File: src/rtl/combinator_pkg.sv
// Shared types and constants for the pixel combinator stage.
// Coordinates and colour widths must match the engine result queues.
package combinator_pkg;

   localparam int DATA_WIDTH    = 10;
   localparam int RGB_SIZE      = 24;
   localparam int SCREEN_WIDTH  = 640;
   localparam int SCREEN_HEIGHT = 480;

   typedef logic [DATA_WIDTH-1:0] coord_t;

   // All-ones never equals a real coordinate, so no queue pops on it.
   localparam coord_t IDLE_COORD = '1;

   typedef struct packed {
      logic [RGB_SIZE-1:0] colour;
      logic                sof;
      logic                eol;
   } pix_t;

endpackage

File: src/rtl/pixel_combinator_if.sv
// Ordered pixel stream towards the video-out stage.
// valid/ready handshake with frame and line markers.
interface pixel_combinator_if;
   import combinator_pkg::*;

   logic [RGB_SIZE-1:0] out_data;
   logic                out_valid;
   logic                out_ready;
   logic                out_sof;
   logic                out_eol;

   modport master (
      output out_data,
      output out_valid,
      output out_sof,
      output out_eol,
      input  out_ready
   );

   modport slave (
      input  out_data,
      input  out_valid,
      input  out_sof,
      input  out_eol,
      output out_ready
   );

endinterface

File: src/rtl/pixel_combinator_skid_fifo.sv
// Two-entry pixel buffer with a registered, first-word-visible head.
// Push and pop in one cycle leave the occupancy unchanged.
module pixel_skid_fifo
   import combinator_pkg::*;
(
   input  logic       clk,
   input  logic       reset,
   input  logic       push,
   input  logic       pop,
   input  pix_t       din,
   output pix_t       head,
   output logic [1:0] count
);

   pix_t mem [2];
   logic wr_ptr;
   logic rd_ptr;

   always_ff @(posedge clk) begin
      if (push) begin
         mem[wr_ptr] <= din;
      end
   end

   always_ff @(posedge clk) begin
      if (reset) begin
         wr_ptr <= 1'b0;
         rd_ptr <= 1'b0;
         count  <= 2'd0;
      end else begin
         if (push) begin
            wr_ptr <= !wr_ptr;
         end
         if (pop) begin
            rd_ptr <= !rd_ptr;
         end
         unique case ({push, pop})
            2'b10:   count <= count + 2'd1;
            2'b01:   count <= count - 2'd1;
            default: count <= count;
         endcase
      end
   end

   assign head = mem[rd_ptr];

endmodule

File: src/rtl/pixel_combinator.sv
// Raster-order pixel combinator: polls engine queues by coordinate
// and re-emits their colours as an ordered pixel stream.
module pixel_combinator
   import combinator_pkg::pix_t,
          combinator_pkg::coord_t,
          combinator_pkg::IDLE_COORD,
          combinator_pkg::RGB_SIZE;
#(
   parameter int NUM_ENGINES   = 4,
   parameter int SCREEN_WIDTH  = combinator_pkg::SCREEN_WIDTH,
   parameter int SCREEN_HEIGHT = combinator_pkg::SCREEN_HEIGHT
) (
   input  logic                            clk,
   input  logic                            reset,
   input  logic [NUM_ENGINES-1:0]          match_i,
   input  logic [NUM_ENGINES*RGB_SIZE-1:0] colour_i,
   output coord_t                          xpixel_check_o,
   output coord_t                          ypixel_check_o,
   output logic                            frame_done,
   output logic                            multi_hit_err,
   pixel_combinator_if.master              out
);

   localparam coord_t LAST_X = coord_t'(SCREEN_WIDTH - 1);
   localparam coord_t LAST_Y = coord_t'(SCREEN_HEIGHT - 1);
   localparam coord_t ONE    = coord_t'(1);

   function automatic int first_hit(input logic [NUM_ENGINES-1:0] v);
      first_hit = 0;
      for (int k = NUM_ENGINES - 1; k >= 0; k--) begin
         if (v[k]) begin
            first_hit = k;
         end
      end
   endfunction

   logic [NUM_ENGINES-1:0] hit_q;
   coord_t                 cur_x;
   coord_t                 cur_y;
   coord_t                 out_y;
   logic                   run_q;
   logic                   grant;
   logic                   push;
   logic                   pop;
   logic                   last_x;
   logic                   last_y;
   logic [1:0]             count;
   pix_t                   din;
   pix_t                   head;
   int                     sel;

   // Queues pop on the falling edge, so the hit vector is captured there.
   always_ff @(negedge clk) begin
      if (reset) begin
         hit_q <= '0;
      end else begin
         hit_q <= match_i;
      end
   end

   // Request only while a hit this cycle still fits in the buffer.
   assign grant  = run_q && !reset && (count <= 2'd1);
   assign xpixel_check_o = grant ? cur_x : IDLE_COORD;
   assign ypixel_check_o = grant ? cur_y : IDLE_COORD;

   assign last_x = (cur_x == LAST_X);
   assign last_y = (cur_y == LAST_Y);
   assign push   = |hit_q;
   assign pop    = out.out_valid && out.out_ready;

   always_comb begin
      din        = '0;
      sel        = first_hit(hit_q);
      din.colour = colour_i[sel*RGB_SIZE +: RGB_SIZE];
      din.sof    = (cur_x == '0) && (cur_y == '0);
      din.eol    = last_x;
   end

   always_ff @(posedge clk) begin
      if (reset) begin
         cur_x         <= '0;
         cur_y         <= '0;
         run_q         <= 1'b0;
         multi_hit_err <= 1'b0;
      end else begin
         run_q <= 1'b1;
         if (push) begin
            if (last_x) begin
               cur_x <= '0;
               cur_y <= last_y ? '0 : cur_y + ONE;
            end else begin
               cur_x <= cur_x + ONE;
            end
         end
         if ($countones(hit_q) > 1) begin
            multi_hit_err <= 1'b1;
         end
      end
   end

   pixel_skid_fifo u_fifo (
      .clk   (clk),
      .reset (reset),
      .push  (push),
      .pop   (pop),
      .din   (din),
      .head  (head),
      .count (count)
   );

   assign out.out_valid = (count != 2'd0);
   assign out.out_data  = head.colour;
   assign out.out_sof   = out.out_valid && head.sof;
   assign out.out_eol   = out.out_valid && head.eol;

   // Output-side line count tells which end-of-line closes the frame.
   always_ff @(posedge clk) begin
      if (reset) begin
         out_y      <= '0;
         frame_done <= 1'b0;
      end else begin
         frame_done <= pop && head.eol && (out_y == LAST_Y);
         if (pop && head.eol) begin
            out_y <= (out_y == LAST_Y) ? '0 : out_y + ONE;
         end
      end
   end

endmodule

File: src/flat_wrapper.sv
// flat-port wrapper written by rule: the top's interface ports become plain ports
module pixel_combinator_flat import combinator_pkg::pix_t,
          combinator_pkg::coord_t,
          combinator_pkg::IDLE_COORD,
          combinator_pkg::RGB_SIZE;
#(
   parameter int NUM_ENGINES   = 4,
   parameter int SCREEN_WIDTH  = combinator_pkg::SCREEN_WIDTH,
   parameter int SCREEN_HEIGHT = combinator_pkg::SCREEN_HEIGHT
)
  (clk, reset, match_i, colour_i, xpixel_check_o, ypixel_check_o, frame_done, multi_hit_err, out_out_data, out_out_valid, out_out_sof, out_out_eol, out_out_ready);
  pixel_combinator_if out_i ();
  input  logic clk;
  input  logic reset;
  input  logic [NUM_ENGINES-1:0] match_i;
  input  logic [NUM_ENGINES*RGB_SIZE-1:0] colour_i;
  output coord_t xpixel_check_o;
  output coord_t ypixel_check_o;
  output logic frame_done;
  output logic multi_hit_err;
  output wire logic [$bits(out_i.out_data)-1:0] out_out_data;
  output wire logic [$bits(out_i.out_valid)-1:0] out_out_valid;
  output wire logic [$bits(out_i.out_sof)-1:0] out_out_sof;
  output wire logic [$bits(out_i.out_eol)-1:0] out_out_eol;
  input wire logic [$bits(out_i.out_ready)-1:0] out_out_ready;
  assign out_out_data = out_i.out_data;
  assign out_out_valid = out_i.out_valid;
  assign out_out_sof = out_i.out_sof;
  assign out_out_eol = out_i.out_eol;
  assign out_i.out_ready = out_out_ready;
  pixel_combinator #(.NUM_ENGINES(NUM_ENGINES), .SCREEN_WIDTH(SCREEN_WIDTH), .SCREEN_HEIGHT(SCREEN_HEIGHT)) u_core (.clk(clk), .reset(reset), .match_i(match_i), .colour_i(colour_i), .xpixel_check_o(xpixel_check_o), .ypixel_check_o(ypixel_check_o), .frame_done(frame_done), .multi_hit_err(multi_hit_err), .out(out_i));
endmodule
File: config.mk
export PLATFORM = sky130hd
export DESIGN_NAME = pixel_combinator_flat
export DESIGN_NICKNAME = d
export VERILOG_FILES = /design/src/rtl/combinator_pkg.sv /design/src/rtl/pixel_combinator_if.sv /design/src/rtl/pixel_combinator_skid_fifo.sv /design/src/rtl/pixel_combinator.sv /design/src/flat_wrapper.sv
export SDC_FILE = /design/constraint.sdc
export NUM_CORES = 1
export LEC_CHECK = 0
export CAP_MARGIN = 20
export CORE_MARGIN = 1.5
export CORE_UTILIZATION = 46
export DETAILED_ROUTE_END_ITERATION = 16
export PLACE_DENSITY_LB_ADDON = 0.3
export RECOVER_POWER = 100
export SLEW_MARGIN = 15
export SYNTH_ARGS = -nofsm -noshare
export SYNTH_HDL_FRONTEND = slang
export SYNTH_SLANG_ARGS = --single-unit
export TNS_END_PERCENT = 100
File: constraint.sdc
create_clock -name clk -period 2.9 [get_ports clk]
set_input_delay 0.29 -clock clk [delete_from_list [all_inputs] [get_ports clk]]
set_output_delay 0.29 -clock clk [all_outputs]
set_load 0.01 [all_outputs]
# Yosys cells after proc, flatten, opt, wreduce, memory -nomap -nowiden
# Memory sizes are Yosys's and may differ from the RTL's. A register that Yosys moved wholly into a read port is not among the register bits.
# Index checks and enable logic that the tools add are counted.
dict set report totals {
  register_bits 41
  ramBits 52
  output_inout_bits 49
  word_cells 60
  mem_count 1
}
dict set report op_classes {
  add_sub_neg 8
  mul 1
  n_lt_le_gt_ge 2
  n_eq_ne 5
  n_shift 1
  n_mux 15
  n_reduce_logical 17
}
# name depth word_bits rd rd_clocked_by_memory_dff write_ports line_no
set mem_list {}
lappend mem_list {u_core.u_fifo.mem 2 26 1 1 1 pixel_combinator_skid_fifo.sv:15} ;# pix_t mem [2];
# cell count
set ops {}
lappend ops {{$shiftx 96x32->24} 1}
lappend ops {{$mux 10} 5}
lappend ops {{$add 32x32->32} 1}
lappend ops {{$gt 32x2->1 const B} 1}
lappend ops {{$add 10x1->10 const B} 3}
lappend ops {{$eq 10x9->1 const B} 2}
lappend ops {{$logic_not 10->1} 2}
lappend ops {{$eq 10x10->1 const B} 1}
lappend ops {{$logic_and 1x1->1} 8}
lappend ops {{$mux 2} 4}
lappend ops {{$mux 1} 5}
lappend ops {{$add 1x1->2} 2}
lappend ops {{$mul 2x2->4 const B} 1}
lappend ops {{$pmux 2 s2} 1}
lappend ops {{$reduce_bool 2->1} 2}
lappend ops {{$reduce_or 4->1} 1}
lappend ops {{$logic_not 1->1} 3}
lappend ops {{$add 2x1->2 const B} 1}
lappend ops {{$eq 2x1->1 const B} 1}
lappend ops {{$eq 2x2->1 const B} 1}
lappend ops {{$le 2x1->1 const B} 1}
lappend ops {{$reduce_and 2->1} 1}
lappend ops {{$sub 2x1->2 const B} 1}

# Logic depth before layout (Yosys ltp)
dict set report depth {
  ltp_word 6
  mapped_depth 9
  depth_no_buf 8
}

# Cells and area by module
# Synthesis repeated with hierarchy kept, for this count alone.
dict set report unflattened {
  cells_unflattened 430
  hier_area_um2 4650.7
}
# mod instances cells_per_inst area_each_um2 seq_area_each_um2
set modules_own_cells {}
lappend modules_own_cells {pixel_combinator 1 329 2583.7 740.7}
lappend modules_own_cells {pixel_skid_fifo 1 101 2067.0 1661.6}

==> flow_summary.json <==
{
  "status": "finished, violations left",
  "violations": "setup timing",
  "finalMaxSlewViolations": 0,
  "grt_met3_use_pct": 5.58,
  "rsz0062_at_grt": "yes",
  "post_route_cells_drive_above_1_share_pct": 27.7,
  "globalRouteOverflowTotal": 0,
  "min_to": "u_core.multi_hit_err$_SDFFE_PP0N_",
  "synthAdderAreaFrac_pct": 4.22,
  "synthToLayoutAreaGrowth_pct": 59.0,
  "timing.critical_path.from_type": "flip-flop",
  "clk_root_buffer_cell": "clkbuf_8",
  "placement.setup.worst_slack_ns": -0.400,
  "fin_hold_ws_ns": 0.466,
  "crit_buf_inv": 2,
  "postSynthRegisterBits": 94,
  "skew_ns": 0.0510,
  "simple_gate_portion_of_the_synthesized_area_pct": 15.6,
  "worstSetupPathType": "flip-flop to flip-flop",
  "clk-insertion-delay-late_ns": 0.39,
  "setup-tns-final_ns": -35.15,
  "worst_pin_slew_ns": 0.569,
  "max-cap-violations": 0,
  "setup.reg_to_reg.worst_slack_ns": -0.42,
  "vias": 3817,
  "max-vdd-ir-drop_mv": 0.337,
  "worst_path_dominant_cell_family": "simple AND/OR/NAND/NOR gates",
  "netlist.area_leader.share_pct": 33.8,
  "finalSetupViolCount": 123,
  "final_common_cell": "clkdlybuf4s50_1",
  "global_route.usage.total_pct": 24.6,
  "starting_utilization_of_the_core_area_pct": 47.3,
  "post-route-worst-setup-slack_ns": -0.417,
  "core_region_mm2": 0.00977,
  "clock_slew_seen_by_the_registers_of_the_worst_setup_and_hold_paths_ns": 0.09,
  "die_h_um": 103,
  "worst_path_max_delay_cell": "or4_1",
  "synthMuxAreaShare_pct": 18.2,
  "synth_xor_area_share_pct": 3.79,
  "clkSinkCount": 94,
  "wirelength_mm": 13.8,
  "min_delay_path_depth": 2,
  "synth-warning-count": 0,
  "drc": 0,
  "antenna_cells_inserted": 0,
  "grt_most_used_layer": "met2",
  "cts-root-to-sink-buffers": 2,
  "critPathMaxStageDelay_ns": 0.49,
  "cts-hold-fix-buffers": 0,
  "stdcell_area_mm2": 0.00735,
  "arrival_ns": 3.60,
  "detail_route.first_pass.iterations": 4,
  "route.detailed.wl_per_inst_um": 19.5,
  "cts_made_buffers": 9,
  "synth_area_mm2": 0.00462,
  "finalHoldViolations": 0,
  "number_of_placed_i_o_pins": 152,
  "yosysSeqAreaShare_pct": 52.0,
  "gp_routability_congestion": 0.840,
  "nNetsFinal": 691,
  "synth_top_cell_by_area": "edfxtp_1",
  "total_power_mw": 3.85,
  "critPathCaptureType": "flip-flop",
  "post_drt_via_cell_ratio": 5.37,
  "dpl-instance-area_mm2": 0.00662,
  "antenna_violating_nets_post_route": 0,
  "floorplan.die_area_mm2": 0.0107,
  "cts_tree": "yes",
  "crit_chain": "inv_4, ha_4, nand2_4, inv_4, or4_4, or4_1, a21oi_1",
  "synth_compound_area_share_pct": 3.27,
  "synth_top_family_by_area": "multiplexers",
  "ys_types": 44,
  "drt_first_iter_violations": 187,
  "grt_max_degree": 27,
  "post_synth_inst_count": 376,
  "antenna_found_initial": 0,
  "p_per_area_mw_per_mm2": 523,
  "postSynth.asyncResetShare_pct": 0,
  "required_ns": 3.18,
  "rows": 36,
  "syn_area_per_cell_um2": 12.3,
  "max_slew_margin_pct": 62.1,
  "ctsHtreeMaxLevel": 3,
  "syn-num-nets": 494,
  "floorplan.die.width_um": 103,
  "worst_hold_startpoint": "u_core.multi_hit_err$_SDFFE_PP0N_",
  "synth_enable_flop_cells": 52,
  "dp_hpwl_mm": 9.32,
  "filler_cell_count": 615,
  "static-leakage-power_nw": 2.62,
  "synth_flop_cell": "edfxtp_1",
  "yosys-top-cells-area": "edfxtp_1, dfxtp_1, mux4_2, mux2_2, ha_1",
  "first_global_vias": 3781,
  "regToRegEndpoint": "u_core.cur_y[5]$_SDFFE_PP0P_",
  "wire_length_of_the_first_global_routing_pass_mm": 19.5,
  "path_max_fanout": 5,
  "grtUsageMet1_pct": 28.9,
  "grt.met2_usage_pct": 43.7,
  "place.port_buffers": 151,
  "path_common_cell": "inv_4",
  "reg2regPathDepth": 7,
  "layout_common_cells": "clkdlybuf4s50_1, edfxtp_1, dfxtp_1, nor2_1",
  "holdCritPathClass": "flip-flop to flip-flop",
  "worst_r2r_src": "u_core.hit_q[3]$_SDFF_NP0_"
}
[where the power goes]
part,internal (mW),total [mW],switching [mW]
combinational,0.830,1.41,0.578
sequential,1.56,1.62,0.0575
clock,0.367,0.818,0.450
[sequential cells by signal, summed over array words and instances, names as in the netlist, 2 cells and up, named ones only]
| name | count |
|---|---|
| u_core.cur_x | 10 |
| u_core.u_fifo.mem | 52 |
| u_core.out_y | 10 |
| u_core.cur_y | 10 |
| u_core.u_fifo.count | 2 |
| u_core.hit_q | 4 |
[worst reg2reg max path: cells and delay by family, from the launching register on]
kind / cells / cell delay, ns
buf+inv: 2 / 0.08
simple gates: 3 / 1.02
flops: 1 / 0.37
fa+ha+maj: 1 / 0.16
compound gates: 1 / 0.14
[per-stage QoR]
stage	cells	utilization [%]
floorplan	376	-
global placement	667	67.7
detailed placement	667	67.7
CTS	706	73.6
global route	711	75.2
finish	711	75.2
[worst max-delay path by stage]
stage	cells after the start	slack, ns	endpoint	start
CTS	8	-0.39	u_core.u_fifo.mem[1][11]$_DFFE_PP_	u_core.hit_q[2]$_SDFF_NP0_
finish	7	-0.42	u_core.cur_y[5]$_SDFFE_PP0P_	u_core.hit_q[3]$_SDFF_NP0_
detailed placement	8	-0.40	u_core.cur_y[4]$_SDFFE_PP0P_	u_core.hit_q[3]$_SDFF_NP0_
global route	7	-0.48	u_core.cur_y[5]$_SDFFE_PP0P_	u_core.hit_q[3]$_SDFF_NP0_
global placement	7	-0.32	u_core.cur_y[5]$_SDFFE_PP0P_	u_core.hit_q[3]$_SDFF_NP0_
floorplan	5	-0.32	u_core.u_fifo.mem[0][11]$_DFFE_PP_	u_core.hit_q[2]$_SDFF_NP0_
[layer usage]
metal | vias to the layer above | routed length [µm]
met5 | - | 0
met4 | 0 | 333
met3 | 22 | 1090
met2 | 163 | 7150
met1 | 1855 | 5280
li1 | 1777 | -
[cell type report]
type                       instances  area (µm²)  area share [%]
inverter                          18        75.1            1.02
tap                              133         166            2.26
timing repair buffer             199        2150            29.3
multi-input combinational        247        2350            32.0
sequential                        94        2410            32.8
clock inverter                     7        32.5           0.442
clock buffer                      13         159            2.16
[Yosys cell counts (2+ instances only)]
library cell	number
xor2_1	4
nor2_1	33
nand2b_1	15
dfxtp_1	42
mux4_2	24
buf_1	3
buf_2	3
nor2b_1	6
mux2i_1	3
ha_1	14
clkbuf_1	10
nor4_1	8
nor3_1	10
or3_1	3
a211oi_1	2
edfxtp_1	52
o21ai_0	3
a31oi_1	2
a31o_2	2
inv_1	19
nor4b_1	3
o31ai_1	2
nand2_1	24
nand3_1	13
nand4_1	5
nor3b_1	2
or4_1	6
mux2_2	24
xnor2_1	16
a21oi_1	9
[cells by family (layout without fill, tap and decap cells)]
logic type	Yosys count	count (layout)
adder cells (fa/ha/maj)	15	15
buffers and inverters	35	237
AO/OA/AOI/OAI	24	24
multiplexers	51	51
flip-flops	94	94
AND/OR/NAND/NOR	137	137
XOR/XNOR	20	20
[what timing repair did]
item,in CTS,in global routing
setup buffers,17,6
pin swaps,15,24
gates resized for setup,29,28
cloned,4,3
endpoints found under the setup margin,121,123
No activity file was read; power rests on OpenSTA's default activity.
